$ cat src/rtl/uart_pkg.sv
// Shared types and widths for the UART word transmit path.
package uart_pkg;

  localparam int unsigned UART_BYTE_W = 8;
  localparam int unsigned WORD_W      = 32;

  typedef enum logic [1:0] {
    IDLE,
    ISSUE,
    SETTLE,
    WAIT
  } tx_state_t;

endpackage

$ cat src/rtl/uart_word_tx_queue_if.sv
// Word push / sender byte handshake between the EX stage, the queue and the UART sender.
interface uart_word_tx_queue_if;
  import uart_pkg::*;

  logic [WORD_W-1:0]      word_in;
  logic                   word_valid;
  logic                   sender_ready;
  logic [UART_BYTE_W-1:0] sender_data;
  logic                   sender_enable;
  logic                   full;
  logic                   empty;
  logic                   overflow;

  modport master (
    output word_in, word_valid, sender_ready,
    input  sender_data, sender_enable, full, empty, overflow
  );

  modport slave (
    input  word_in, word_valid, sender_ready,
    output sender_data, sender_enable, full, empty, overflow
  );

endinterface

$ cat src/rtl/sync_fifo.sv
// Single-clock word FIFO: RAM, wrapping pointers, occupancy count and its next-cycle value.
module sync_fifo #(
  parameter int unsigned WIDTH      = 32,
  parameter int unsigned DEPTH_LOG2 = 4
) (
  input  logic                  CLK,
  input  logic                  reset,
  input  logic                  push,
  input  logic                  pop,
  input  logic [WIDTH-1:0]      wr_data,
  output logic [WIDTH-1:0]      rd_data_c,
  output logic [DEPTH_LOG2:0]   count,
  output logic [DEPTH_LOG2:0]   count_nxt_c
);

  localparam int unsigned DEPTH = 1 << DEPTH_LOG2;
  localparam int unsigned CNT_W = DEPTH_LOG2 + 1;

  logic [WIDTH-1:0]      mem [DEPTH];
  logic [DEPTH_LOG2-1:0] wr_ptr;
  logic [DEPTH_LOG2-1:0] rd_ptr;

  assign rd_data_c = mem[rd_ptr];

  // Caller guarantees push only below DEPTH and pop only when non-empty.
  always_comb begin
    count_nxt_c = count;
    case ({push, pop})
      2'b10:   count_nxt_c = count + CNT_W'(1);
      2'b01:   count_nxt_c = count - CNT_W'(1);
      default: count_nxt_c = count;
    endcase
  end

  always_ff @(posedge CLK) begin
    if (push) begin
      mem[wr_ptr] <= wr_data;
    end
  end

  always_ff @(posedge CLK) begin
    if (reset) begin
      wr_ptr <= '0;
      rd_ptr <= '0;
      count  <= '0;
    end else begin
      if (push) wr_ptr <= wr_ptr + DEPTH_LOG2'(1);
      if (pop)  rd_ptr <= rd_ptr + DEPTH_LOG2'(1);
      count <= count_nxt_c;
    end
  end

endmodule

$ cat src/rtl/uart_word_tx_queue.sv
// Queues EX-stage send words and streams them LSB-first, byte by byte, to the UART sender.
module uart_word_tx_queue
  import uart_pkg::*;
#(
  parameter int unsigned DEPTH_LOG2  = 4,
  parameter int unsigned SEND_BYTES  = 1,
  parameter int unsigned FULL_MARGIN = 4
) (
  input logic                 CLK,
  input logic                 reset,
  uart_word_tx_queue_if.slave bus
);

  localparam int unsigned     DEPTH      = 1 << DEPTH_LOG2;
  localparam int unsigned     CNT_W      = DEPTH_LOG2 + 1;
  localparam int unsigned     FULL_LEVEL = DEPTH - FULL_MARGIN;
  localparam int unsigned     IDX_W      = 2;
  localparam logic [IDX_W-1:0] LAST_IDX  = IDX_W'(SEND_BYTES - 1);

  tx_state_t         state;
  logic [IDX_W-1:0]  byte_idx;
  logic [WORD_W-1:0] shift;
  logic [WORD_W-1:0] head_c;
  logic [CNT_W-1:0]  count;
  logic [CNT_W-1:0]  count_nxt_c;
  logic              push_c;
  logic              pop_c;
  logic              empty_nxt_c;

  assign push_c      = bus.word_valid && (count < CNT_W'(DEPTH));
  assign pop_c       = (state == WAIT) && bus.sender_ready && (byte_idx == LAST_IDX);
  assign empty_nxt_c = (count_nxt_c == '0) && ((state == IDLE) || pop_c);

  sync_fifo #(
    .WIDTH      (WORD_W),
    .DEPTH_LOG2 (DEPTH_LOG2)
  ) u_fifo (
    .CLK         (CLK),
    .reset       (reset),
    .push        (push_c),
    .pop         (pop_c),
    .wr_data     (bus.word_in),
    .rd_data_c   (head_c),
    .count       (count),
    .count_nxt_c (count_nxt_c)
  );

  // Status flags track next-cycle occupancy so the core stalls with IF..EX slack left.
  always_ff @(posedge CLK) begin
    if (reset) begin
      bus.full     <= 1'b0;
      bus.empty    <= 1'b1;
      bus.overflow <= 1'b0;
    end else begin
      bus.full  <= (count_nxt_c >= CNT_W'(FULL_LEVEL));
      bus.empty <= empty_nxt_c;
      if (bus.word_valid && (count == CNT_W'(DEPTH))) begin
        bus.overflow <= 1'b1;
      end
    end
  end

  // SETTLE skips one ready sample because the sender drops ready a cycle after the pulse.
  always_ff @(posedge CLK) begin
    if (reset) begin
      state             <= IDLE;
      byte_idx          <= '0;
      shift             <= '0;
      bus.sender_data   <= '0;
      bus.sender_enable <= 1'b0;
    end else begin
      bus.sender_enable <= 1'b0;
      case (state)
        IDLE: begin
          if (count != '0) begin
            state    <= ISSUE;
            byte_idx <= '0;
            shift    <= head_c;
          end
        end
        ISSUE: begin
          if (bus.sender_ready) begin
            bus.sender_data   <= shift[UART_BYTE_W-1:0];
            bus.sender_enable <= 1'b1;
            state             <= SETTLE;
          end
        end
        SETTLE: state <= WAIT;
        WAIT: begin
          if (bus.sender_ready) begin
            if (byte_idx == LAST_IDX) begin
              state <= IDLE;
            end else begin
              byte_idx <= byte_idx + IDX_W'(1);
              shift    <= shift >> UART_BYTE_W;
              state    <= ISSUE;
            end
          end
        end
        default: state <= IDLE;
      endcase
    end
  end

endmodule

$ cat src/flat_wrapper.sv
// flat-port wrapper written by rule: the top's interface ports become plain ports
module uart_word_tx_queue_flat import uart_pkg::*;
#(
  parameter int unsigned DEPTH_LOG2  = 4,
  parameter int unsigned SEND_BYTES  = 1,
  parameter int unsigned FULL_MARGIN = 4
)
  (CLK, reset, bus_word_in, bus_word_valid, bus_sender_ready, bus_sender_data, bus_sender_enable, bus_full, bus_empty, bus_overflow);
  uart_word_tx_queue_if bus_i ();
  input logic CLK;
  input logic reset;
  input wire logic [$bits(bus_i.word_in)-1:0] bus_word_in;
  input wire logic [$bits(bus_i.word_valid)-1:0] bus_word_valid;
  input wire logic [$bits(bus_i.sender_ready)-1:0] bus_sender_ready;
  output wire logic [$bits(bus_i.sender_data)-1:0] bus_sender_data;
  output wire logic [$bits(bus_i.sender_enable)-1:0] bus_sender_enable;
  output wire logic [$bits(bus_i.full)-1:0] bus_full;
  output wire logic [$bits(bus_i.empty)-1:0] bus_empty;
  output wire logic [$bits(bus_i.overflow)-1:0] bus_overflow;
  assign bus_i.word_in = bus_word_in;
  assign bus_i.word_valid = bus_word_valid;
  assign bus_i.sender_ready = bus_sender_ready;
  assign bus_sender_data = bus_i.sender_data;
  assign bus_sender_enable = bus_i.sender_enable;
  assign bus_full = bus_i.full;
  assign bus_empty = bus_i.empty;
  assign bus_overflow = bus_i.overflow;
  uart_word_tx_queue #(.DEPTH_LOG2(DEPTH_LOG2), .SEND_BYTES(SEND_BYTES), .FULL_MARGIN(FULL_MARGIN)) u_core (.CLK(CLK), .reset(reset), .bus(bus_i));
endmodule
$ cat config.mk
export PLATFORM = sky130hd
export DESIGN_NAME = uart_word_tx_queue_flat
export DESIGN_NICKNAME = d
export VERILOG_FILES = /design/src/rtl/uart_pkg.sv /design/src/rtl/uart_word_tx_queue_if.sv /design/src/rtl/sync_fifo.sv /design/src/rtl/uart_word_tx_queue.sv /design/src/flat_wrapper.sv
export SDC_FILE = /design/constraint.sdc
export NUM_CORES = 1
export LEC_CHECK = 0
export ABC_CLOCK_PERIOD_IN_PS = 11900
export CAP_MARGIN = 20
export CORE_MARGIN = 1.5
export CORE_UTILIZATION = 50
export DETAILED_ROUTE_END_ITERATION = 8
export HOLD_SLACK_MARGIN = 0.08
export PLACE_DENSITY = 0.66
export SLEW_MARGIN = 30
export SYNTH_ARGS = -nofsm -noshare
export SYNTH_HDL_FRONTEND = slang
export SYNTH_SLANG_ARGS = --single-unit
$ cat constraint.sdc
create_clock -name CLK -period 11.9 [get_ports CLK]
set_input_delay 2.38 -clock CLK [delete_from_list [all_inputs] [get_ports CLK]]
set_output_delay 2.38 -clock CLK [all_outputs]
set_load 0.05 [all_outputs]
==> flow_summary.toml <==
[synthesis]
yosysTopAreaCellShare_pct = 69.3
syn_nets = 1097
synth_seq_area_share_pct = 75.2
synth_edf_count = 512
synth.avg_cell_area_sq_um = 21.1
synth_area_leaders = "edfxtp_1, mux4_2, dfxtp_1"
ys_types = 44
synth_flop_cell = "edfxtp_1"
synth_seq_cells = 577
ys_async_sr_fraction_pct = 0
syn_area_sq_um = 22200
syn_inst = 1050
yosysWarnings = 0
synth_area_leader_cell = "edfxtp_1"

[placement]
dp_cells = 1650
dp_hpwl_mm = 24.7
io_buffers = 47
globalplace.congestion = 0.782

[drt]
routed_wl_mm = 44.3
drt_iter0_drc = 966
vias_per_cell = 5.80
vias = 10200
detail-route-antenna-nets = 0
avgRoutedWirePerCell_microns = 25.2
drc = 0
dr.pass1.iters = 5

[timing]
hold_viol = 0
finalSetupTns_ns = 0
timing.hold.ws_ns = 0.452
fmax_ghz = 0.202
rsz0062_at_grt = "no"
max-slew-margin-rel_pct = 39.8
slew_violations = 0
finalSetupViolations = 0
tightest_slew_ns = 0.903
post-route-period-util_pct = 41.7
fin_crit_ns = 4.96
skew_ns = 0.0167

[setup_path]
crit_slowest_cell = "nor2b_1"
crit_type = "in2reg"
worstPathMaxFanout = 10
arrival_ns = 5.39
crit_chain = "clkdlybuf4s50_1, nor2b_1, inv_2, nand2_2, xnor2_1, ha_1, or4_1, nor3_1, a31oi_1, a31oi_1, xnor2_1, o22ai_1"
endpoint_kind = "flip-flop"
cp-start-kind = "input port"
max_stage_delay_ns = 0.63
r2r_cells = 6
required_ns = 12.33

[power_and_ir_drop]
leakagePower_nw = 7.66
ir_drop_uv = 192
powerDensity_nw_per_um2 = 177
fin_total_pwr_mw = 4.47

[cells_and_area]
drive_gt1_share_pct = 25.5
instances_no_fill = 1755
multiInputGateArea_sq_um = 5300
syn_to_final_growth_pct = 13.5
final_common_cell = "edfxtp_1"
final_cell_mix = "edfxtp_1, mux4_2, dfxtp_1"
seq_area_sq_um = 16700
fillers = 3143
nets = 1171

[clocking]
cts_buffers = 57
post-cts-setup-buffers = 0
path_clk_slew_ns = 0.06
root_buffer = "clkbuf_16"
htree_levels = 2
ctsHoldBuffers = 0
tritoncts = "built"
cts_resized = 0
worstSkewPairLatency_ns = 0.60
clock-sinks = 577
cts_buffer_depth = 3

[worst_hold_path]
hp-class = "reg2reg"
min_path_cells = 2

[floorplan]
die_x_microns = 214
row_count = 76
dieArea_sq_um = 45600
core_area_sq_um = 43500
initial_core_util_pct = 51.0
die_y_microns = 214
ios = 48

[grt]
grt_overflow = 0
grt_pass1_wl_mm = 67.6
grt_max_degree = 96
track_usage_pct = 20.5
grt_antenna_before_repair = 0
grt_pass1_vias = 10700

[job]
maxCapViolations = 0

[outcome]
status = "completed"
## final cells by class
cell class,count,area share (%)
clock inverter,24,0.671
tap,585,2.91
inverter,12,0.179
timing repair buffer,73,2.67
clock buffer,80,6.26
multi-input combinational,403,21.0
antenna,1,0.00994
sequential,577,66.3
## cells by family (layout without fill, tap and decap cells)
| family | count (synthesis) | in the layout | share of synthesized area [%] |
|---|---|---|---|
| flops | 577 | 577 | 75.2 |
| mux | 187 | 187 | 17.5 |
| simple gates | 132 | 132 | 2.69 |
| buf+inv | 70 | 189 | 1.49 |
| compound gates | 63 | 63 | 2.16 |
| fa+ha+maj | 11 | 11 | 0.620 |
| xor+xnor | 10 | 10 | 0.395 |
| other cells | 0 | 1 | 0 |
## where the power goes
part / switching [mW] / internal (mW) / leakage (nW)
registers: 0.0472 / 2.28 / 5.16
logic: 0.280 / 0.181 / 1.65
clock network: 0.715 / 0.962 / 0.851
total: 1.04 / 3.42 / 7.66
## cell usage after synthesis (2+ instances only)
| master | number |
|---|---|
| a211oi_1 | 14 |
| a211oi_2 | 10 |
| a21oi_1 | 22 |
| a31oi_1 | 3 |
| buf_1 | 4 |
| buf_2 | 19 |
| buf_4 | 8 |
| buf_6 | 2 |
| clkbuf_1 | 25 |
| dfxtp_1 | 65 |
| edfxtp_1 | 512 |
| ha_1 | 11 |
| inv_1 | 10 |
| inv_2 | 2 |
| mux2i_1 | 27 |
| mux4_2 | 160 |
| nand2_1 | 24 |
| nand2b_1 | 5 |
| nand3_1 | 8 |
| nand4_1 | 2 |
| nor2_1 | 67 |
| nor2b_1 | 11 |
| nor3_1 | 6 |
| nor3b_1 | 2 |
| o22ai_1 | 2 |
| o31ai_1 | 2 |
| or4_1 | 2 |
| xnor2_1 | 5 |
| xor2_1 | 5 |
## through the flow
step	area, sq um	util, %	worst slack (ns)
6_report	25200	57.9	6.94
5_1_grt	25200	57.9	6.63
4_1_cts	25200	57.9	6.99
3_5_place_dp	23400	53.9	6.38
3_3_place_gp	23400	53.9	6.36
2_1_floorplan	22200	-	6.41
## critical path: cells and delay by family
family                   cells  cell delay, ns
AND/OR/NAND/NOR              4            1.44
XOR/XNOR                     2            0.27
AO/OA/AOI/OAI                3            0.41
adder cells (fa/ha/maj)      1            0.23
buffers and inverters        2            0.65
## registers in the layout, summed over array words and instances, names as in the netlist, named ones only
signal                    cells
u_core.bus.overflow           1
u_core.u_fifo.wr_ptr          4
u_core.byte_idx               2
u_core.bus.empty              1
u_core.u_fifo.mem           512
u_core.shift                 32
u_core.bus.full               1
u_core.state                  2
u_core.bus.sender_enable      1
u_core.bus.sender_data        8
u_core.u_fifo.rd_ptr          4
u_core.u_fifo.count           5
## worst paths after layout
| kind | end | slack, ns | start |
|---|---|---|---|
| max | u_core.bus.full | 6.94 | bus_word_valid |
| min | u_core.bus.sender_data[6] | 0.45 | u_core.bus.sender_data[6] |
| max reg2reg | u_core.shift[14] | 8.40 | flip-flop |
| min reg2reg | u_core.bus.sender_data[6] | 0.45 | u_core.bus.sender_data[6] |
## metal layers
metal	GRT usage (%)	vias to the layer above	wire length [microns]
met5	0	-	0
met4	5.20	0	752
met3	2.97	63	2080
met1	29.8	5371	19700
met2	33.2	271	21800
li1	-	4481	-
No activity file was read; power rests on OpenSTA's default activity.
